[src/rtl/alu_pkg.sv]
// Shared opcode/state encodings for the sequenced ALU stage.
package alu_pkg;

  localparam int WIDTH_DEF = 16;

  typedef enum logic [2:0] {
    OP_AND = 3'd0,
    OP_OR  = 3'd1,
    OP_XOR = 3'd2,
    OP_ADD = 3'd3,
    OP_SUB = 3'd4,
    OP_SLL = 3'd5,
    OP_SRL = 3'd6,
    OP_MUL = 3'd7
  } op_e;

  typedef enum logic [1:0] {
    ST_IDLE = 2'd0,
    ST_BUSY = 2'd1,
    ST_DONE = 2'd2
  } state_e;

endpackage

[src/rtl/alu_flag_gen.sv]
// Status flag generation: Z/N derived from the result, C/V supplied by the datapath.
module alu_flag_gen #(
  parameter int WIDTH = 16
) (
  input  logic [WIDTH-1:0] y,
  input  logic             c_in,
  input  logic             v_in,
  output logic             z,
  output logic             n,
  output logic             c,
  output logic             v
);

  // Flags are pure functions of the result about to be registered
  always_comb begin
    z = (y == '0);
    n = y[WIDTH-1];
    c = c_in;
    v = v_in;
  end

endmodule

[src/rtl/alu_op_sequencer.sv]
// Sequenced ALU: single-cycle logic/add/sub, one-bit-per-cycle shifts and
// shift-and-add multiply, with valid/ready handshakes on both sides.
module alu_op_sequencer
  import alu_pkg::*;
#(
  parameter int WIDTH = WIDTH_DEF
) (
  input  logic             clk,
  input  logic             rst,
  input  logic             in_valid,
  output logic             in_ready,
  input  logic [2:0]       op,
  input  logic [WIDTH-1:0] a,
  input  logic [WIDTH-1:0] b,
  output logic             out_valid,
  input  logic             out_ready,
  output logic [WIDTH-1:0] y,
  output logic             flag_z,
  output logic             flag_n,
  output logic             flag_c,
  output logic             flag_v
);

  localparam int SHW = $clog2(WIDTH);
  localparam int CW  = $clog2(WIDTH + 1);

  state_e             state, state_d;
  op_e                op_in, op_q;
  logic [WIDTH-1:0]   work;      // shift data, or remaining multiplier bits
  logic [2*WIDTH-1:0] mcand;     // multiplicand, shifted left each step
  logic [2*WIDTH-1:0] acc;
  logic [CW-1:0]      cnt;
  logic [SHW-1:0]     shamt;

  logic [WIDTH-1:0]   sh_nxt;
  logic               sh_c;
  logic [2*WIDTH-1:0] acc_nxt;
  logic [WIDTH:0]     sum, dif;

  logic               done_ld;
  logic [WIDTH-1:0]   res_y;
  logic               res_c, res_v;
  logic               z_d, n_d, c_d, v_d;

  assign op_in = op_e'(op);
  assign shamt = b[SHW-1:0];
  assign sum   = {1'b0, a} + {1'b0, b};
  assign dif   = {1'b0, a} - {1'b0, b};

  // One iteration of the shift / multiply datapath
  always_comb begin
    sh_nxt  = work;
    sh_c    = 1'b0;
    acc_nxt = acc;
    if (op_q == OP_SLL)      {sh_c, sh_nxt} = {work, 1'b0};
    else if (op_q == OP_SRL) {sh_nxt, sh_c} = {1'b0, work};
    if (work[0]) acc_nxt = acc + mcand;
  end

  // State register
  always_ff @(posedge clk) begin
    if (rst) state <= ST_IDLE;
    else     state <= state_d;
  end

  // Next-state and result selection; done_ld marks entry into DONE
  always_comb begin
    state_d   = state;
    in_ready  = (state == ST_IDLE);
    out_valid = (state == ST_DONE);
    done_ld   = 1'b0;
    res_y     = '0;
    res_c     = 1'b0;
    res_v     = 1'b0;
    case (state)
      ST_IDLE: begin
        if (in_valid) begin
          case (op_in)
            OP_AND: begin done_ld = 1'b1; res_y = a & b; end
            OP_OR:  begin done_ld = 1'b1; res_y = a | b; end
            OP_XOR: begin done_ld = 1'b1; res_y = a ^ b; end
            OP_ADD: begin
              done_ld = 1'b1;
              res_y   = sum[WIDTH-1:0];
              res_c   = sum[WIDTH];
              res_v   = (a[WIDTH-1] == b[WIDTH-1]) && (sum[WIDTH-1] != a[WIDTH-1]);
            end
            OP_SUB: begin
              done_ld = 1'b1;
              res_y   = dif[WIDTH-1:0];
              res_c   = ~dif[WIDTH];   // no borrow
              res_v   = (a[WIDTH-1] != b[WIDTH-1]) && (dif[WIDTH-1] != a[WIDTH-1]);
            end
            OP_SLL, OP_SRL: begin
              if (shamt == '0) begin done_ld = 1'b1; res_y = a; end
              else state_d = ST_BUSY;
            end
            default: state_d = ST_BUSY;  // OP_MUL
          endcase
          if (done_ld) state_d = ST_DONE;
        end
      end
      ST_BUSY: begin
        if (cnt == CW'(1)) begin
          done_ld = 1'b1;
          state_d = ST_DONE;
          if (op_q == OP_MUL) begin
            res_y = acc_nxt[WIDTH-1:0];
            res_c = |acc_nxt[2*WIDTH-1:WIDTH];
          end else begin
            res_y = sh_nxt;
            res_c = sh_c;
          end
        end
      end
      ST_DONE: if (out_ready) state_d = ST_IDLE;
      default: state_d = ST_IDLE;
    endcase
  end

  // Operand capture on accept, then one shift / multiply step per BUSY cycle
  always_ff @(posedge clk) begin
    if (rst) begin
      op_q  <= OP_AND;
      work  <= '0;
      mcand <= '0;
      acc   <= '0;
      cnt   <= '0;
    end else if (state == ST_IDLE) begin
      if (in_valid) begin
        op_q  <= op_in;
        work  <= (op_in == OP_MUL) ? b : a;
        mcand <= {{WIDTH{1'b0}}, a};
        acc   <= '0;
        cnt   <= (op_in == OP_MUL) ? CW'(WIDTH) : {{(CW-SHW){1'b0}}, shamt};
      end
    end else if (state == ST_BUSY) begin
      cnt <= cnt - CW'(1);
      if (op_q == OP_MUL) begin
        work  <= work >> 1;
        mcand <= mcand << 1;
        acc   <= acc_nxt;
      end else begin
        work  <= sh_nxt;
      end
    end
  end

  alu_flag_gen #(.WIDTH(WIDTH)) u_flag_gen (
    .y    (res_y),
    .c_in (res_c),
    .v_in (res_v),
    .z    (z_d),
    .n    (n_d),
    .c    (c_d),
    .v    (v_d)
  );

  // Result and flags change only when entering DONE (or on reset)
  always_ff @(posedge clk) begin
    if (rst) begin
      y      <= '0;
      flag_z <= 1'b0;
      flag_n <= 1'b0;
      flag_c <= 1'b0;
      flag_v <= 1'b0;
    end else if (done_ld) begin
      y      <= res_y;
      flag_z <= z_d;
      flag_n <= n_d;
      flag_c <= c_d;
      flag_v <= v_d;
    end
  end

endmodule

[config.mk]
export PLATFORM = sky130hd
export DESIGN_NAME = alu_op_sequencer
export DESIGN_NICKNAME = d
export VERILOG_FILES = /design/src/rtl/alu_pkg.sv /design/src/rtl/alu_flag_gen.sv /design/src/rtl/alu_op_sequencer.sv
export SDC_FILE = /design/constraint.sdc
export NUM_CORES = 1
export LEC_CHECK = 0
export BUFFER_PORTS_ARGS = -buffer_cell sky130_fd_sc_hd__buf_4
export CORE_ASPECT_RATIO = 0.9
export CORE_MARGIN = 8
export CORE_UTILIZATION = 60
export CTS_BUF_LIST = sky130_fd_sc_hd__clkbuf_8
export DETAILED_ROUTE_END_ITERATION = 7
export PLACE_DENSITY_LB_ADDON = 0.05
export SYNTH_ARGS = -nofsm -noshare
export SYNTH_HDL_FRONTEND = slang
export SYNTH_SLANG_ARGS = --single-unit
[constraint.sdc]
create_clock -name clk -period 3.9 [get_ports clk]
set_input_delay 0.195 -clock clk [delete_from_list [all_inputs] [get_ports clk]]
set_output_delay 0.195 -clock clk [all_outputs]
set_load 0.01 [all_outputs]
==> results of run 1 <==
-- worst min-delay path by stage --
| stage | startpoint | endpoint | slack (ns) | cells past startpoint |
|---|---|---|---|---|
| 2_1_floorplan | a[0] | mcand[0]$_SDFFE_PP0P_ | 0.34 | 2 |
| 3_3_place_gp | y[0]$_SDFFE_PP0P_ | y[0]$_SDFFE_PP0P_ | 0.44 | 2 |
| 3_5_place_dp | y[3]$_SDFFE_PP0P_ | y[3]$_SDFFE_PP0P_ | 0.45 | 2 |
| 4_1_cts | out_ready | state[1]$_SDFFE_PP0P_ | 0.09 | 4 |
| 5_1_grt | a[6] | mcand[6]$_SDFFE_PP0P_ | 0.12 | 3 |
| 6_report | out_ready | state[1]$_SDFFE_PP0P_ | 0.10 | 4 |
-- cells by family (layout without fill, tap and decap cells) --
group,count (synthesis),in the layout,synth area share [%]
and+or+nand+nor,490,490,22.8
adders and majority gates,85,85,11.0
DFF,109,109,22.0
buffers and inverters,163,173,6.35
muxes,27,27,2.96
xor gates and xnor gates,38,38,3.36
AOI/OAI and AO/OA,480,480,31.5
-- cell usage in the layout, fill, tap and decap left out, types with 20 or more instances in the layout --
cell and count:
nand2_1 161, a21oi_1 160, nor2_1 135, dfxtp_1 109, buf_4 97, ha_1 82, o21ai_0 69, inv_1 59
nand3_1 55, nor3_1 32, o22ai_1 29, o211ai_1 29, a21o_1 24, a31oi_1 24, xor2_1 20
-- worst max-delay path: cells and delay by family, from the launching register on --
family,cells,cell delay (ns)
AO/OA/AOI/OAI,5,1.35
AND/OR/NAND/NOR,4,0.74
adder cells (fa/ha/maj),2,0.66
multiplexers,1,0.36
flip-flops,1,0.35
buffers and inverters,1,0.17
-- power by group through the flow --
stage | Combinational, mW | Sequential [mW] | Clock [mW]
3_3_place_gp | 0.879 | 1.27 | 0
6_report | 0.915 | 1.25 | 0.806
3_5_place_dp | 0.888 | 1.27 | 0
5_1_grt | 1.00 | 1.26 | 0.850
4_1_cts | 0.893 | 1.25 | 0.812
2_1_floorplan | 0.619 | 1.25 | 0
-- metal layers --
layer,wire length [um],share of wire (%),vias to the layer above
met2,13200,41,574
met4,937,2.9,0
met5,0,0,-
met3,3080,9.6,79
met1,14800,46,4946
li1,-,-,5107
-- area by class of cell --
class                      count  area share [%]
clock buffer                  10            1.28
tap                          207            2.41
inverter                      61            2.13
clock inverter                 5           0.793
multi-input combinational   1120            66.2
timing repair buffer          97            6.79
sequential                   109            20.3
-- through the flow --
step	hold slack, ns	setup WS (ns)	util, %	power [mW]
floorplan	0.343	0.387	-	1.87
CTS	0.0936	0.190	66.5	2.95
finish	0.103	0.169	66.5	2.97
global placement	0.443	0.267	65.1	2.15
global route	0.115	0.0228	66.5	3.11
detailed placement	0.449	0.133	65.1	2.16
-- flip-flops by register name (all words and copies together), names as in the netlist --
signal,cells
acc,32
mcand,32
work,16
y,16
cnt,5
op_q,3
state,2
flag_c,1
flag_v,1
flag_z,1
-- repair_timing --
action	CTS	global route
setup endpoints to repair	0	1
buffers inserted	0	0
gates resized for setup	0	2
==> summary.txt, run 1 <==
Floorplanning
  – Starting density of the core: 61.4%
  – Total core area: 16100 um^2
  – Num ports: 61
  – Die Height: 138 um
  – Die ar.: 20900 um^2
  – Cell row count: 44
  – DIE WIDTH: 151 um

STA
  – Slew Limit Fails: 0
  – Clk_skew: 0.0110 ns
  – Tmin final: 3.73 ns
  – # setup viols final: 0
  – Measured slew at the worst slew-check pin: 1.13 ns
  – Maximum clock frequency: 0.268 GHz
  – RSZ-0062 raised after global routing: no
  – Final critical-path share of the clock period: 95.7%
  – Final hold vios: 0
  – Total negative slack: 0 ns
  – Rel. slew slack: 24.3%

Power and ir drop
  – Static leakage: 4.52 nW
  – Worst-case vdd ir drop: 0.235 mV
  – Clk pwr share: 27.1%
  – Power Density: 277 nW/um^2
  – Switching power: 1.07 mW
  – Flop pwr share: 42.1%
  – Int Pwr: 1.90 mW
  – Switching Share: 36.0%
  – Gate power share: 30.8%

CTS
  – Hold bufs inserted after CTS: 0
  – Reg clk slew, reported paths: 0.11 ns
  – Clock buffer depth: 2
  – TritonCTS Sinks: 109
  – CTS tree: yes
  – Root Driver: clkbuf_8
  – CTS H-Tree Depth: 3
  – Later-pin clock latency in the skew report: 0.40 ns
  – Number of buffers inserted during clock tree synthesis: 9

Layout
  – Layout area overhead: 8.31%
  – Ant diodes: 0
  – Layout cell share with drive strength beyond 1: 9.91%
  – Fin area: 10700 um^2
  – Multi-input gate area: 7110 um^2
  – Layout filler cell count: 1476
  – # nets final: 1522
  – Sequential cell area: 2180 um^2
  – Fin cells: 1609

Placed design
  – Port bufs: 60
  – Dpl cells: 1594
  – Final GP Congestion: 1.00
  – Area after DPL: 10500 um^2
  – DP HPWL: 23900 um

Outcome
  – Outcome: completed

GRT
  – Met2 usage in global routing: 44.1%
  – Global route overflow: 0
  – GRT busiest layer: met1
  – All-layer global routing usage: 30.7%
  – First-pass GRT wire length: 51500 um
  – Largest net degree at the start of global routing: 79
  – GR Util met3: 4.99%
  – Number of global-route vias before repair: 9628
  – Met1 Resource Use GR: 45.2%
  – Initial antenna violation count: 0

Synth
  – Ranking of synthesized cells by area: dfxtp_1 (22%), ha_1 (10%), a21oi_1 (8.1%)
  – Asr flop ratio synth: 0%
  – Count leader, synth: nand2_1
  – Post-synth EDFFs: 0
  – Sequential share of the synthesized area: 22.0%
  – Post-Syn Area per Cell: 7.11 um^2
  – Top_reg_cell synth: dfxtp_1
  – Synth area leader: dfxtp_1
  – Syn_nets: 1516
  – Synth cell types: 81
  – Flops & latches, synth: 109
  – Top cell type's share of synthesized area: 22.0%
  – Synthesized area: 9900 um^2
  – Commonest cells post-synth: nand2_1 (161), a21oi_1 (160), nor2_1 (135)
  – Cell count after synthesis: 1392
  – YS warnings: 0

Detailed routing
  – Vias: 10700
  – Vias/cell: 6.65
  – Post-DR wirelength/cell: 19.9 um
  – Drt first pass iters: 7
  – Post-Route WL: 32000 um
  – Antenna Nets Post-Route: 0
  – DR iter-0 viols: 1126
  – DR DRC count: 0

Setup path
  – R2R Setup Slk: 0.17 ns
  – Reg2reg start: acc[0]$_SDFFE_PP0P_
  – CP Max Fanout: 4
  – Crit path DAT: 4.02 ns
  – Worst r2r dst: flag_c$_SDFFE_PP0P_
  – WP data required: 4.19 ns
  – Slowest cell on the critical path: fa_1
  – Worst setup SP type: register
  – Setup crit start: acc[0]$_SDFFE_PP0P_
  – Worst r2r path cells: 13
  – Crit path to: flag_c$_SDFFE_PP0P_
  – CP cell instances: ha_1, fa_1, a21o_1, a221oi_1, buf_4, nor2_1, a211o_1, or3_1, a41oi_1, mux2_2, nor3_1, nand4_1, o41a_1
  – Critical path's largest stage delay: 0.44 ns
  – Critical path class: reg2reg
  – Crit path capture type: register

Run
  – Max_cap viols: 0

Worst hold path
  – Worst min path class: in2reg
No activity file was read; power rests on OpenSTA's default activity.
==> run 2: changes to the inputs <==
--- a/config.mk
+++ b/config.mk
@@ -11,7 +11,9 @@
 export CORE_UTILIZATION = 60
 export CTS_BUF_LIST = sky130_fd_sc_hd__clkbuf_8
 export DETAILED_ROUTE_END_ITERATION = 7
-export PLACE_DENSITY_LB_ADDON = 0.05
+export PLACE_DENSITY = 0.79
+export SETUP_SLACK_MARGIN = 0.2
+export SLEW_MARGIN = 10
 export SYNTH_ARGS = -nofsm -noshare
 export SYNTH_HDL_FRONTEND = slang
 export SYNTH_SLANG_ARGS = --single-unit
==> summary.txt, run 2 (same netlist as run 1, synthesis figures left out) <==
Detailed routing
  – Post-Route WL: 32200 um
  – Vias: 10900
  – Post-DR wirelength/cell: 20.0 um
  – Antenna Nets Post-Route: 0
  – DR iter-0 viols: 1349
  – Vias/cell: 6.76
  – Drt first pass iters: 5
  – DR DRC count: 0

STA
  – Tmin final: 3.55 ns
  – # setup viols final: 0
  – Total negative slack: 0 ns
  – Worst hold slack: 0.104 ns
  – Maximum clock frequency: 0.282 GHz
  – Measured slew at the worst slew-check pin: 1.14 ns
  – Final critical-path share of the clock period: 91.0%
  – Rel. slew slack: 23.9%
  – RSZ-0062 raised after global routing: yes
  – Final hold vios: 0
  – Slew Limit Fails: 0
  – Clk_skew: 0.0178 ns

Setup path
  – Reg2reg start: mcand[0]$_SDFFE_PP0P_
  – Slowest cell on the critical path: or3_4
  – CP Max Fanout: 4
  – Worst setup SP type: register
  – Worst r2r dst: flag_c$_SDFFE_PP0P_
  – CP cell instances: ha_2, fa_2, a21o_1, a221oi_2, buf_4, nor2_1, a211o_1, or3_4, a41oi_2, mux2_2, nor3_1, nand4_1, o41a_1
  – Crit path DAT: 3.84 ns
  – Worst r2r path cells: 13
  – WP data required: 4.19 ns
  – Critical path class: reg2reg
  – Crit path capture type: register
  – R2R Setup Slk: 0.35 ns
  – Critical path's largest stage delay: 0.40 ns

Worst hold path
  – Worst Hold Endpoint: mcand[7]$_SDFFE_PP0P_
  – Hold Path Cell Cnt: 3
  – HP Start: a[7]
  – Worst min path class: in2reg

Placed design
  – Area after DPL: 10500 um^2
  – Port bufs: 60
  – Final GP Congestion: 0.972
  – DP HPWL: 23800 um

Layout
  – Ant diodes: 0
  – Sequential cell area: 2180 um^2
  – Layout filler cell count: 1483
  – Multi-input gate area: 7130 um^2
  – Layout area overhead: 8.55%
  – # nets final: 1525
  – Layout cell share with drive strength beyond 1: 10.4%
  – Fin area: 10800 um^2
  – Biggest regs: acc (32), mcand (32)
  – Most common cell after layout, fill and taps aside: nand2_1
  – Most frequent cells in the layout: nand2_1 (161), a21oi_1 (160), nor2_1 (135), dfxtp_1 (109), buf_4 (100)

CTS
  – Root Driver: clkbuf_8
  – Reg clk slew, reported paths: 0.12 ns
  – Hold bufs inserted after CTS: 0
  – CTS tree: yes
  – Later-pin clock latency in the skew report: 0.41 ns
  – CTS H-Tree Depth: 3
  – Number of buffers inserted during clock tree synthesis: 9
  – TritonCTS Sinks: 109
  – Clock buffer depth: 2

GRT
  – Global route overflow: 0
  – Number of global-route vias before repair: 9727
  – All-layer global routing usage: 30.6%
  – First-pass GRT wire length: 51400 um
  – Largest net degree at the start of global routing: 92
  – Initial antenna violation count: 0

Power and ir drop
  – Worst-case vdd ir drop: 0.296 mV
  – Power Density: 272 nW/um^2
  – Static leakage: 4.52 nW

Floorplanning
  – Total core area: 16100 um^2
  – Starting density of the core: 61.4%
  – Num ports: 61
  – Die ar.: 20900 um^2
  – Cell row count: 44
  – DIE WIDTH: 151 um
  – Die Height: 138 um

Outcome
  – Outcome: completed

Run
  – Max_cap viols: 0
run 2: changes by cell type in the layout (fill, tap and decap cells not counted), sizes merged:
cell / change
buf: +3
inv: +3
bufinv: -1
clkinv: -1
run 2: critical path: cells and delay by family, from the launching register on:
family / cells / cell delay (ns)
AO/OA/AOI/OAI: 5 / 1.24
multiplexers: 1 / 0.36
buffers and inverters: 1 / 0.16
adder cells (fa/ha/maj): 2 / 0.60
flip-flops: 1 / 0.35
AND/OR/NAND/NOR: 4 / 0.73
run 2: report_power, final:
part | switching, mW | internal, mW | leakage, nW
sequential | 0.0755 | 1.17 | 0.889
clock | 0.431 | 0.314 | 0.105
combinational | 0.574 | 0.352 | 3.53
run 2: how the worst max path moves through the flow:
stage	startpoint	end	slack, ns	depth (start not counted)
2_1_floorplan	mcand[0]$_SDFFE_PP0P_	flag_c$_SDFFE_PP0P_	0.39	12
3_3_place_gp	mcand[0]$_SDFFE_PP0P_	flag_c$_SDFFE_PP0P_	0.27	13
3_5_place_dp	mcand[0]$_SDFFE_PP0P_	flag_c$_SDFFE_PP0P_	0.21	13
4_1_cts	mcand[0]$_SDFFE_PP0P_	flag_c$_SDFFE_PP0P_	0.23	13
5_1_grt	mcand[0]$_SDFFE_PP0P_	flag_c$_SDFFE_PP0P_	0.14	13
6_report	mcand[0]$_SDFFE_PP0P_	flag_c$_SDFFE_PP0P_	0.35	13
run 2: final cells by class:
class                   instances  area share (%)
multi-input cells            1120            66.3
flip-flops and latches        109            20.3
repair buffers                100            6.98
well taps                     207            2.41
inverters                      61            2.13
clock buffers                  10            1.28
clock inverters                 6           0.582
run 2: timing repair:
| action | 4_1_cts | 5_1_grt |
|---|---|---|
| buffers inserted | 0 | 0 |
| pin swaps | 0 | 2 |
| resized for setup | 1 | 5 |
| setup endpoints to repair | 1 | 2 |
run 2: metal layers:
layer | wire length, um | GRT usage [%] | up-vias
met5 | 0 | 0 | -
met4 | 892 | 10.2 | 0
met3 | 3260 | 6.46 | 82
met2 | 13700 | 45.2 | 655
met1 | 14300 | 43.3 | 5037
li1 | - | - | 5124
run 2: per-stage QoR:
| step | util, % | instances | worst slack [ns] | power, mW |
|---|---|---|---|---|
| 2_1_floorplan | - | 1392 | 0.387 | 1.87 |
| 3_3_place_gp | 65.2 | 1597 | 0.267 | 2.15 |
| 3_5_place_dp | 65.2 | 1597 | 0.210 | 2.17 |
| 4_1_cts | 66.5 | 1613 | 0.228 | 2.90 |
| 5_1_grt | 66.6 | 1613 | 0.144 | 3.06 |
| 6_report | 66.6 | 1613 | 0.353 | 2.92 |
==> run 3: changes to the inputs <==
--- a/config.mk
+++ b/config.mk
@@ -11,7 +11,7 @@
 export CORE_UTILIZATION = 60
 export CTS_BUF_LIST = sky130_fd_sc_hd__clkbuf_8
 export DETAILED_ROUTE_END_ITERATION = 7
-export PLACE_DENSITY = 0.79
+export PLACE_DENSITY_LB_ADDON = 0.25
 export SETUP_SLACK_MARGIN = 0.2
 export SLEW_MARGIN = 10
 export SYNTH_ARGS = -nofsm -noshare
==> constraint.sdc (replaced) <==
create_clock -name clk -period 3.7 [get_ports clk]
set_input_delay 0.185 -clock clk [delete_from_list [all_inputs] [get_ports clk]]
set_output_delay 0.185 -clock clk [all_outputs]
set_load 0.01 [all_outputs]
==> summary.txt, run 3 (same netlist as run 1, synthesis figures left out) <==
Setup path
  – Slowest cell on the critical path: or4b_4
  – Worst setup SP type: register
  – Critical path's largest stage delay: 0.53 ns
  – CP cell instances: ha_4, fa_2, buf_4, xnor2_2, a21o_1, a21oi_1, a221oi_2, nand4b_1, or4b_4, or4_4, nor4_4, and4_1, a21o_1
  – Crit path capture type: register
  – WP data required: 4.06 ns
  – Most used cell, CP: a21o_1
  – Crit path DAT: 3.79 ns
  – Critical path class: reg2reg
  – CP Max Fanout: 3

Power and ir drop
  – Gate power share: 32.7%
  – Worst-case vdd ir drop: 0.215 mV
  – Clk pwr share: 24.0%
  – Switching Share: 38.3%
  – Flop pwr share: 43.3%
  – Power Density: 280 nW/um^2
  – Int Pwr: 1.88 mW
  – Switching power: 1.17 mW
  – Static leakage: 4.57 nW

Run
  – Max_cap viols: 0

STA
  – RSZ-0062 raised after global routing: yes
  – # setup viols final: 0
  – Tmin final: 3.44 ns
  – Clk_skew: 0.0220 ns
  – Slew Limit Fails: 0
  – Measured slew at the worst slew-check pin: 1.09 ns
  – Rel. slew slack: 27.3%
  – Setup ws final: 0.264 ns
  – Worst hold slack: 0.0912 ns
  – Total negative slack: 0 ns
  – Final critical-path share of the clock period: 92.9%
  – Final hold vios: 0
  – Maximum clock frequency: 0.291 GHz

Floorplanning
  – Num ports: 61
  – Cell row count: 44
  – Total core area: 16100 um^2
  – DIE WIDTH: 151 um
  – Starting density of the core: 61.4%
  – Die Height: 138 um
  – Die ar.: 20900 um^2

GRT
  – Initial antenna violation count: 0
  – Number of global-route vias before repair: 9642
  – Largest net degree at the start of global routing: 77
  – Global route overflow: 0
  – All-layer global routing usage: 30.7%
  – First-pass GRT wire length: 51600 um

Layout
  – Layout filler cell count: 1470
  – Most common cell after layout, fill and taps aside: nand2_1
  – Ant diodes: 0
  – Layout area overhead: 9.72%
  – Fin cells: 1621
  – Layout cell share with drive strength beyond 1: 11.6%
  – Most frequent cells in the layout: nand2_1 (161), a21oi_1 (160), nor2_1 (135), buf_4 (108), dfxtp_1 (107)
  – Fin area: 10900 um^2
  – Biggest regs: acc (32), mcand (32)
  – # nets final: 1533

Placed design
  – Post-place setup slack: 0.0644 ns
  – DP HPWL: 24400 um
  – Area after DPL: 10600 um^2
  – Port bufs: 60
  – Dpl cells: 1602
  – Final GP Congestion: 1.01

CTS
  – Number of buffers inserted during clock tree synthesis: 9
  – Reg clk slew, reported paths: 0.13 ns
  – TritonCTS Sinks: 109
  – Later-pin clock latency in the skew report: 0.40 ns
  – CTS H-Tree Depth: 3
  – CTS tree: yes
  – Clock buffer depth: 2
  – Root Driver: clkbuf_8
  – Hold bufs inserted after CTS: 0

Detailed routing
  – Drt first pass iters: 6
  – Post-Route WL: 32600 um
  – DR DRC count: 0
  – Antenna Nets Post-Route: 0
  – Post-DR wirelength/cell: 20.1 um
  – Vias/cell: 6.74
  – Vias: 10900
  – DR iter-0 viols: 1307

Worst hold path
  – Worst min path class: in2reg

Outcome
  – Outcome: completed
run 3: critical path: cells and delay by family, from the launching register on:
kind	cells	cell delay (ns)
XOR/XNOR	1	0.14
flip-flops	1	0.37
AO/OA/AOI/OAI	4	0.61
adder cells (fa/ha/maj)	2	0.52
buffers and inverters	1	0.16
AND/OR/NAND/NOR	5	1.59
run 3: path summary, 6_finish.rpt:
check,end,slack (ns),from,cells after the start
worst max-delay path,flag_z$_SDFFE_PP0P_,0.26,acc[0]$_SDFFE_PP0P_,13
worst max register to register,flag_z$_SDFFE_PP0P_,0.26,acc[0]$_SDFFE_PP0P_,13
worst min-delay path,mcand[3]$_SDFFE_PP0P_,0.09,a[3],3
worst min register to register,flag_v$_SDFFE_PP0P_,0.47,flag_v$_SDFFE_PP0P_,2
run 3: per-layer routing:
layer  up-vias  track usage (%)  routed length (um)
met5         -                0                   0
met4         0             9.17                 805
met3        63             5.42                3500
met2       620             45.4               13900
met1      5096             44.4               14400
li1       5139                -                   -
run 3: repair_timing:
| item | in CTS | in global routing |
|---|---|---|
| buffers inserted | 1 | 2 |
| endpoints found under the setup margin | 2 | 2 |
| cloned | 0 | 0 |
| pin swaps | 3 | 9 |
| gates resized for setup | 8 | 13 |
run 3: area by class of cell:
cell class	count	area, um^2	area share (%)
Timing Repair Buffer	108	811	7.46
Inverter	61	229	2.11
Clock inverter	7	58.8	0.541
Clock buffer	9	124	1.14
Sequential cell	109	2180	20.1
Multi-Input combinational cell	1120	7200	66.3
Tap cell	207	259	2.38
run 3: power groups by stage:
stage	clock, mW	sequential (mW)	combinational, mW
finish	0.729	1.32	0.996
global route	0.767	1.32	1.08
CTS	0.726	1.31	0.962
detailed placement	0	1.34	0.955
global placement	0	1.34	0.940
floorplan	0	1.32	0.652
run 3: per-stage QoR:
step	utilization, %	total power, mW
after floorplan	-	1.97
after global placement	65.5	2.28
after detailed placement	65.5	2.29
after CTS	66.9	3.00
after global routing	67.4	3.17
final	67.4	3.04
